**config.mk**
```make
export PLATFORM = sky130hd
export DESIGN_NAME = master_port_flat
export DESIGN_NICKNAME = d
export VERILOG_FILES = /design/src/rtl/master_port_if.sv /design/src/rtl/master_port.sv /design/src/flat_wrapper.sv
export SDC_FILE = /design/constraint.sdc
export NUM_CORES = 1
export LEC_CHECK = 0
export CORE_MARGIN = 5
export CORE_UTILIZATION = 45
export DETAILED_ROUTE_END_ITERATION = 8
export GPL_TIMING_DRIVEN = 0
export PLACE_DENSITY = 0.76
export SETUP_SLACK_MARGIN = 0.5
export SKIP_CTS_REPAIR_TIMING = 1
export SYNTH_ARGS = -nofsm -noshare
export SYNTH_HDL_FRONTEND = slang
export SYNTH_SLANG_ARGS = --single-unit
```
**constraint.sdc**
```tcl
create_clock -name clk -period 1.5 [get_ports clk]
set_clock_uncertainty 0.05 [all_clocks]
set_input_delay 0.3 -clock clk [delete_from_list [all_inputs] [get_ports clk]]
set_output_delay 0.3 -clock clk [all_outputs]
set_load 0.1 [all_outputs]
```
**src/rtl/master_port_if.sv**
```systemverilog
// Request, serial address/data and status signals between a local requester, master_port and its slave.
// The master modport is the master_port view; the slave modport is the surrounding environment's view.
interface master_port_if;
    logic        start;
    logic        rw;
    logic [11:0] addr;
    logic [7:0]  wdata;
    logic        slave_ready;
    logic        slave_valid;
    logic        rx_data;
    logic        master_valid;
    logic        read_en;
    logic        write_en;
    logic        master_ready;
    logic        tx_address;
    logic        tx_data;
    logic        tx_burst;
    logic [7:0]  rdata;
    logic        busy;
    logic        done;
    logic        error;

    modport master (
        input  start, rw, addr, wdata, slave_ready, slave_valid, rx_data,
        output master_valid, read_en, write_en, master_ready, tx_address, tx_data,
               tx_burst, rdata, busy, done, error
    );

    modport slave (
        output start, rw, addr, wdata, slave_ready, slave_valid, rx_data,
        input  master_valid, read_en, write_en, master_ready, tx_address, tx_data,
               tx_burst, rdata, busy, done, error
    );
endinterface

```
**src/rtl/master_port.sv**
```systemverilog
// Single-transfer bus master: serialises a 12-bit address (and 8-bit write data) LSB first, collects 8 read bits.
// Define MASTER_TIMEOUT_EN to abort with an error pulse after TIMEOUT_CYC consecutive waiting cycles.
module master_port #(
    parameter int TIMEOUT_CYC = 255
) (
    input  logic          clk,
    input  logic          reset,
    master_port_if.master bus
);
    typedef enum logic [2:0] {IDLE, REQ, ADDR, WAIT_RD, RDATA, DONE} state_t;

    state_t      state_q, state_d;
    logic [3:0]  cnt_q, cnt_d;
    logic        rw_q, rw_d;
    logic [11:0] addr_q, addr_d;
    logic [7:0]  wdata_q, wdata_d;
    logic [7:0]  rdata_q, rdata_d;

`ifdef MASTER_TIMEOUT_EN
    localparam int TW = $clog2(TIMEOUT_CYC + 1);
    logic [TW-1:0] wait_q, wait_d;
    logic          error_q, error_d;
    logic          waiting;
`endif

    always_ff @(posedge clk or posedge reset) begin
        if (reset) begin
            state_q <= IDLE;
            cnt_q   <= '0;
            rw_q    <= 1'b0;
            addr_q  <= '0;
            wdata_q <= '0;
            rdata_q <= '0;
`ifdef MASTER_TIMEOUT_EN
            wait_q  <= '0;
            error_q <= 1'b0;
`endif
        end else begin
            state_q <= state_d;
            cnt_q   <= cnt_d;
            rw_q    <= rw_d;
            addr_q  <= addr_d;
            wdata_q <= wdata_d;
            rdata_q <= rdata_d;
`ifdef MASTER_TIMEOUT_EN
            wait_q  <= wait_d;
            error_q <= error_d;
`endif
        end
    end

    always_comb begin
        state_d          = state_q;
        cnt_d            = cnt_q;
        rw_d             = rw_q;
        addr_d           = addr_q;
        wdata_d          = wdata_q;
        rdata_d          = rdata_q;
        bus.master_valid = 1'b0;
        bus.read_en      = 1'b0;
        bus.write_en     = 1'b0;
        bus.master_ready = 1'b0;
        bus.tx_address   = 1'b0;
        bus.tx_data      = 1'b0;
        bus.tx_burst     = 1'b0;
        bus.done         = 1'b0;
        bus.busy         = (state_q != IDLE);

        case (state_q)
            IDLE: begin
                if (bus.start) begin
                    rw_d    = bus.rw;
                    addr_d  = bus.addr;
                    wdata_d = bus.wdata;
                    state_d = REQ;
                end
            end
            REQ: begin
                bus.master_valid = 1'b1;
                bus.write_en     = rw_q;
                bus.read_en      = ~rw_q;
                if (bus.slave_ready) begin
                    cnt_d   = '0;
                    state_d = ADDR;
                end
            end
            ADDR: begin
                bus.master_valid = 1'b1;
                bus.write_en     = rw_q;
                bus.read_en      = ~rw_q;
                bus.tx_address   = addr_q[cnt_q];
                // Write data rides alongside the first 8 address bits only.
                bus.tx_data      = (rw_q && !cnt_q[3]) ? wdata_q[cnt_q[2:0]] : 1'b0;
                if (cnt_q == 4'd11) begin
                    cnt_d   = '0;
                    state_d = rw_q ? DONE : WAIT_RD;
                end else begin
                    cnt_d = cnt_q + 4'd1;
                end
            end
            WAIT_RD: begin
                bus.master_ready = 1'b1;
                bus.read_en      = 1'b1;
                if (bus.slave_valid) begin
                    rdata_d[0] = bus.rx_data;
                    cnt_d      = 4'd1;
                    state_d    = RDATA;
                end
            end
            RDATA: begin
                bus.master_ready = 1'b1;
                if (bus.slave_valid) begin
                    rdata_d[cnt_q[2:0]] = bus.rx_data;
                    if (cnt_q == 4'd7) begin
                        cnt_d   = '0;
                        state_d = DONE;
                    end else begin
                        cnt_d = cnt_q + 4'd1;
                    end
                end
            end
            DONE: begin
                bus.done = 1'b1;
                state_d  = IDLE;
            end
            default: state_d = IDLE;
        endcase

`ifdef MASTER_TIMEOUT_EN
        // Only cycles spent waiting on the slave count; any progress restarts the watchdog.
        waiting = ((state_q == REQ) && !bus.slave_ready) ||
                  (((state_q == WAIT_RD) || (state_q == RDATA)) && !bus.slave_valid);
        wait_d  = waiting ? (wait_q + TW'(1)) : '0;
        error_d = 1'b0;
        if (waiting && (wait_q == TW'(TIMEOUT_CYC - 1))) begin
            state_d = IDLE;
            cnt_d   = '0;
            wait_d  = '0;
            error_d = 1'b1;
        end
`endif
    end

    assign bus.rdata = rdata_q;
`ifdef MASTER_TIMEOUT_EN
    assign bus.error = error_q;
`else
    assign bus.error = 1'b0;
`endif
endmodule

```
**src/flat_wrapper.sv**
```systemverilog
// flat-port wrapper written by rule: the top's interface ports become plain ports
module master_port_flat 
#(
    parameter int TIMEOUT_CYC = 255
)
  (clk, reset, bus_start, bus_rw, bus_addr, bus_wdata, bus_slave_ready, bus_slave_valid, bus_rx_data, bus_master_valid, bus_read_en, bus_write_en, bus_master_ready, bus_tx_address, bus_tx_data, bus_tx_burst, bus_rdata, bus_busy, bus_done, bus_error);
  master_port_if bus_i ();
  input  logic clk;
  input  logic reset;
  input wire logic [$bits(bus_i.start)-1:0] bus_start;
  input wire logic [$bits(bus_i.rw)-1:0] bus_rw;
  input wire logic [$bits(bus_i.addr)-1:0] bus_addr;
  input wire logic [$bits(bus_i.wdata)-1:0] bus_wdata;
  input wire logic [$bits(bus_i.slave_ready)-1:0] bus_slave_ready;
  input wire logic [$bits(bus_i.slave_valid)-1:0] bus_slave_valid;
  input wire logic [$bits(bus_i.rx_data)-1:0] bus_rx_data;
  output wire logic [$bits(bus_i.master_valid)-1:0] bus_master_valid;
  output wire logic [$bits(bus_i.read_en)-1:0] bus_read_en;
  output wire logic [$bits(bus_i.write_en)-1:0] bus_write_en;
  output wire logic [$bits(bus_i.master_ready)-1:0] bus_master_ready;
  output wire logic [$bits(bus_i.tx_address)-1:0] bus_tx_address;
  output wire logic [$bits(bus_i.tx_data)-1:0] bus_tx_data;
  output wire logic [$bits(bus_i.tx_burst)-1:0] bus_tx_burst;
  output wire logic [$bits(bus_i.rdata)-1:0] bus_rdata;
  output wire logic [$bits(bus_i.busy)-1:0] bus_busy;
  output wire logic [$bits(bus_i.done)-1:0] bus_done;
  output wire logic [$bits(bus_i.error)-1:0] bus_error;
  assign bus_i.start = bus_start;
  assign bus_i.rw = bus_rw;
  assign bus_i.addr = bus_addr;
  assign bus_i.wdata = bus_wdata;
  assign bus_i.slave_ready = bus_slave_ready;
  assign bus_i.slave_valid = bus_slave_valid;
  assign bus_i.rx_data = bus_rx_data;
  assign bus_master_valid = bus_i.master_valid;
  assign bus_read_en = bus_i.read_en;
  assign bus_write_en = bus_i.write_en;
  assign bus_master_ready = bus_i.master_ready;
  assign bus_tx_address = bus_i.tx_address;
  assign bus_tx_data = bus_i.tx_data;
  assign bus_tx_burst = bus_i.tx_burst;
  assign bus_rdata = bus_i.rdata;
  assign bus_busy = bus_i.busy;
  assign bus_done = bus_i.done;
  assign bus_error = bus_i.error;
  master_port #(.TIMEOUT_CYC(TIMEOUT_CYC)) u_core (.clk(clk), .reset(reset), .bus(bus_i));
endmodule
```
==> impl_metrics.yaml, run 1 <==
cts:
  cts_root_buf: "clkbuf_8"
  cts_htree_levels: 2
  worstSkewPairLatency_ns: 0.29
  cts_buffer_depth: 2
  numClockSinks: 36
  cts_buffers: 5
  clk_pin_slew_ns: 0.07
  cts_tree: "done"
synthesis:
  ys.flop_type: "dfrtp_1"
  synth_edf_count: 0
  synth-seq-area-share: 0.4566
  yosysWarnings: 0
  synth_cells: 162
  synth_seq_cells: 36
  postSynthAreaPerCell_sq_um: 12.18
  netlist_area_sq_um: 1973
  synthArstFlopShare: 1.000
  synth_cell_types: 47
timing:
  min_period_ns: 2.171
  fin_setup_tns_ns: -16.37
  grt_setup_unrepaired: "true"
  maxSlewViolCount: 0
  timing.final.crit_share: 1.448
  finalHoldViolCount: 0
  setup_viol_count_final: 44
  max_freq_ghz: 0.4606
  setup_ws_ns: -0.6713
critical_path:
  rrSetupSlack_ns: -0.41
  r2r-start: "u_core.state_q[1]$_DFFE_PP0P_"
  crit_arrival_ns: 1.82
  rr_worst_depth: 7
  cp_max_fo: 10
  criticalPathCategory: "register to output port"
  start_kind: "register"
  startpoint: "u_core.cnt_q[2]$_DFFE_PP0P_"
  endpoint: "bus_tx_data"
  reg2reg_to: "u_core.addr_q[9]$_DFFE_PP0P_"
  required_ns: 1.15
  end_kind: "output port"
cells_and_area:
  diodes: 0
  areaGrowthSynthToFinish_pct: 67.72
  num-nets-final: 259
  drive_gt1_frac: 0.5560
  stdcell_area_sq_um: 3309
  fillers: 246
drt:
  route.final.wire_length_microns: 5910
  ant_nets: 0
  viasPerCell: 5.852
  drc: 0
  first_pass_iters: 4
  dr_total_vias: 1662
  drtIter0Drc: 110
  wl_per_cell_microns: 20.81
floorplan:
  io_pins: 45
  core_area_sq_um: 4294
  dieArea_sq_um: 5809
  initial_core_util: 0.4595
  die_x_microns: 76.22
  die_h_microns: 76.22
  num_rows: 24
grt:
  grt_util_met3: 0.04019
  grt_usage: 0.1657
  antenna_found_initial: 0
  grt.overflow.total: 0
  grt_pass1_vias: 1586
  grt_pass1_wl_microns: 7866
  grt_use_met1: 0.2162
  top_usage_layer: "met2"
  use_met2: 0.2680
  grt_max_degree: 37
pwr:
  internal_power_mw: 4.200
  p_sw_mw: 3.217
  swShare: 0.4337
  clkPwrFrac: 0.097
  peakVddDrop_mv: 2.198
  combPwrFrac: 0.667
  power.density_nw_per_um2: 2241
  pwr-share-seq: 0.235
  design_power_total_mw: 7.417
  static-leakage-power_nw: 1.355
hold_path:
  hp-class: "primary input to asynchronous set/reset pin"
flow_run:
  max-cap-violations: 0
place:
  dpl.hpwl_microns: 3333
  place_congestion: 0.7591
  post_dp_cell_area_sq_um: 2688
  io_buffers: 42
run_status:
  violations: "setup timing"
  status: "finished with violations"
critical path: stages, from the launching register on:
cell,delay (ns)
dfrtp_1,0.42
clkbuf_4,0.23
mux4_2,0.28
mux2i_4,0.08
nor4b_4,0.25
buf_6,0.26
state kept, by name, summed over array words and instances (netlist names):
name,cells
u_core.bus.rdata,8
u_core.addr_q,12
u_core.cnt_q,4
u_core.rw_q,1
u_core.wdata_q,8
u_core.state_q,3
how the worst min path moves through the flow:
stage / start / end / slack (ns) / depth (start not counted)
final: reset / u_core.cnt_q[3]$_DFFE_PP0P_ / 0.43 / 2
after global routing: reset / u_core.wdata_q[5]$_DFFE_PP0P_ / 0.46 / 2
after CTS: u_core.addr_q[4]$_DFFE_PP0P_ / u_core.addr_q[4]$_DFFE_PP0P_ / 0.46 / 1
after detailed placement: u_core.wdata_q[1]$_DFFE_PP0P_ / u_core.wdata_q[1]$_DFFE_PP0P_ / 0.44 / 1
after global placement: u_core.addr_q[0]$_DFFE_PP0P_ / u_core.addr_q[0]$_DFFE_PP0P_ / 0.42 / 1
after floorplan: reset / u_core.addr_q[0]$_DFFE_PP0P_ / 0.20 / 1
kinds of logic (layout without fill, tap and decap cells):
| kind of cell | Yosys count | after routing | synth area share |
|---|---|---|---|
| and+or+nand+nor | 48 | 48 | 0.1681 |
| muxes | 36 | 36 | 0.2264 |
| DFF | 36 | 36 | 0.4566 |
| xor gates and xnor gates | 2 | 2 | 0.01269 |
| other | 1 | 2 | 0.001901 |
| AOI/OAI and AO/OA | 22 | 22 | 0.07736 |
| adders and majority gates | 1 | 1 | 0.006340 |
| buffers and inverters | 16 | 85 | 0.05072 |
metrics by stage:
step	instances	util	setup WS, ns	hold slack [ns]
after global placement	257	0.6259	-1.249	0.4227
after global routing	284	0.7707	-0.7365	0.4577
after detailed placement	257	0.6259	-1.264	0.4420
final	284	0.7707	-0.6713	0.4269
after CTS	265	0.6469	-1.574	0.4629
after floorplan	163	-	-0.8291	0.2035
cells in the final DEF, fill, tap and decap left out, types with 3 or more instances in the layout:
cell	count
clkbuf_4	3
dfrtp_1	25
inv_1	3
buf_12	17
nor2_1	6
nand2_1	7
a21oi_1	3
clkbuf_8	6
mux2_1	3
dfrtp_4	8
buf_4	8
clkdlybuf4s50_1	26
mux4_2	4
nand2b_1	3
buf_6	14
nand3_1	4
dfrtp_2	3
nor2_4	4
mux2_4	26
synth_stat cells (2+ instances only):
library cell / n / area (sq um)
nand2b_1: 5 / 31.28
inv_1: 4 / 15.01
buf_6: 3 / 33.78
mux2i_1: 3 / 30.03
a21o_1: 2 / 15.01
nor3_1: 2 / 10.01
o22ai_1: 2 / 12.51
dfrtp_1: 36 / 900.9
mux4_2: 4 / 90.09
a21oi_1: 5 / 25.02
buf_2: 5 / 25.02
nor2_1: 9 / 33.78
buf_4: 3 / 22.52
nand2_1: 7 / 26.28
o21ai_1: 4 / 20.02
or3b_1: 2 / 17.52
mux2_1: 29 / 326.6
nand3_1: 6 / 30.03
o31ai_1: 3 / 22.52
power by group through the flow:
stage / combinational, mW / sequential (mW) / clock (mW)
2_1_floorplan: 2.79 / 1.92 / 0
4_1_cts: 3.77 / 1.68 / 0.716
3_5_place_dp: 3.74 / 1.69 / 0
5_1_grt: 5.14 / 1.79 / 0.767
3_3_place_gp: 3.69 / 1.65 / 0
6_report: 4.95 / 1.75 / 0.721
layout make-up:
class | count | area (sq um) | area share
Buffer | 12 | 141.4 | 0.04272
Clock buffer | 8 | 90.09 | 0.02722
Inverter | 4 | 18.77 | 0.005671
Multi-Input combinational cell | 111 | 1272 | 0.3845
Sequential cell | 36 | 934.6 | 0.2824
Tap cell | 52 | 65.06 | 0.01966
Timing Repair Buffer | 60 | 779.5 | 0.2355
Timing Repair inverter | 1 | 7.507 | 0.002268
layer usage:
layer / up-vias / share of wire
li1: 732 / -
met1: 839 / 0.41
met2: 75 / 0.51
met3: 16 / 0.060
met4: 0 / 0.021
met5: - / 0
Note: power is estimated with default switching activity, not from simulation.
==> run 2, diff against run 1 <==
- HOLD_SLACK_MARGIN: default -> 0.03
==> results of run 2 <==
Final layout, timing and power as in run 1 (identical DEF).
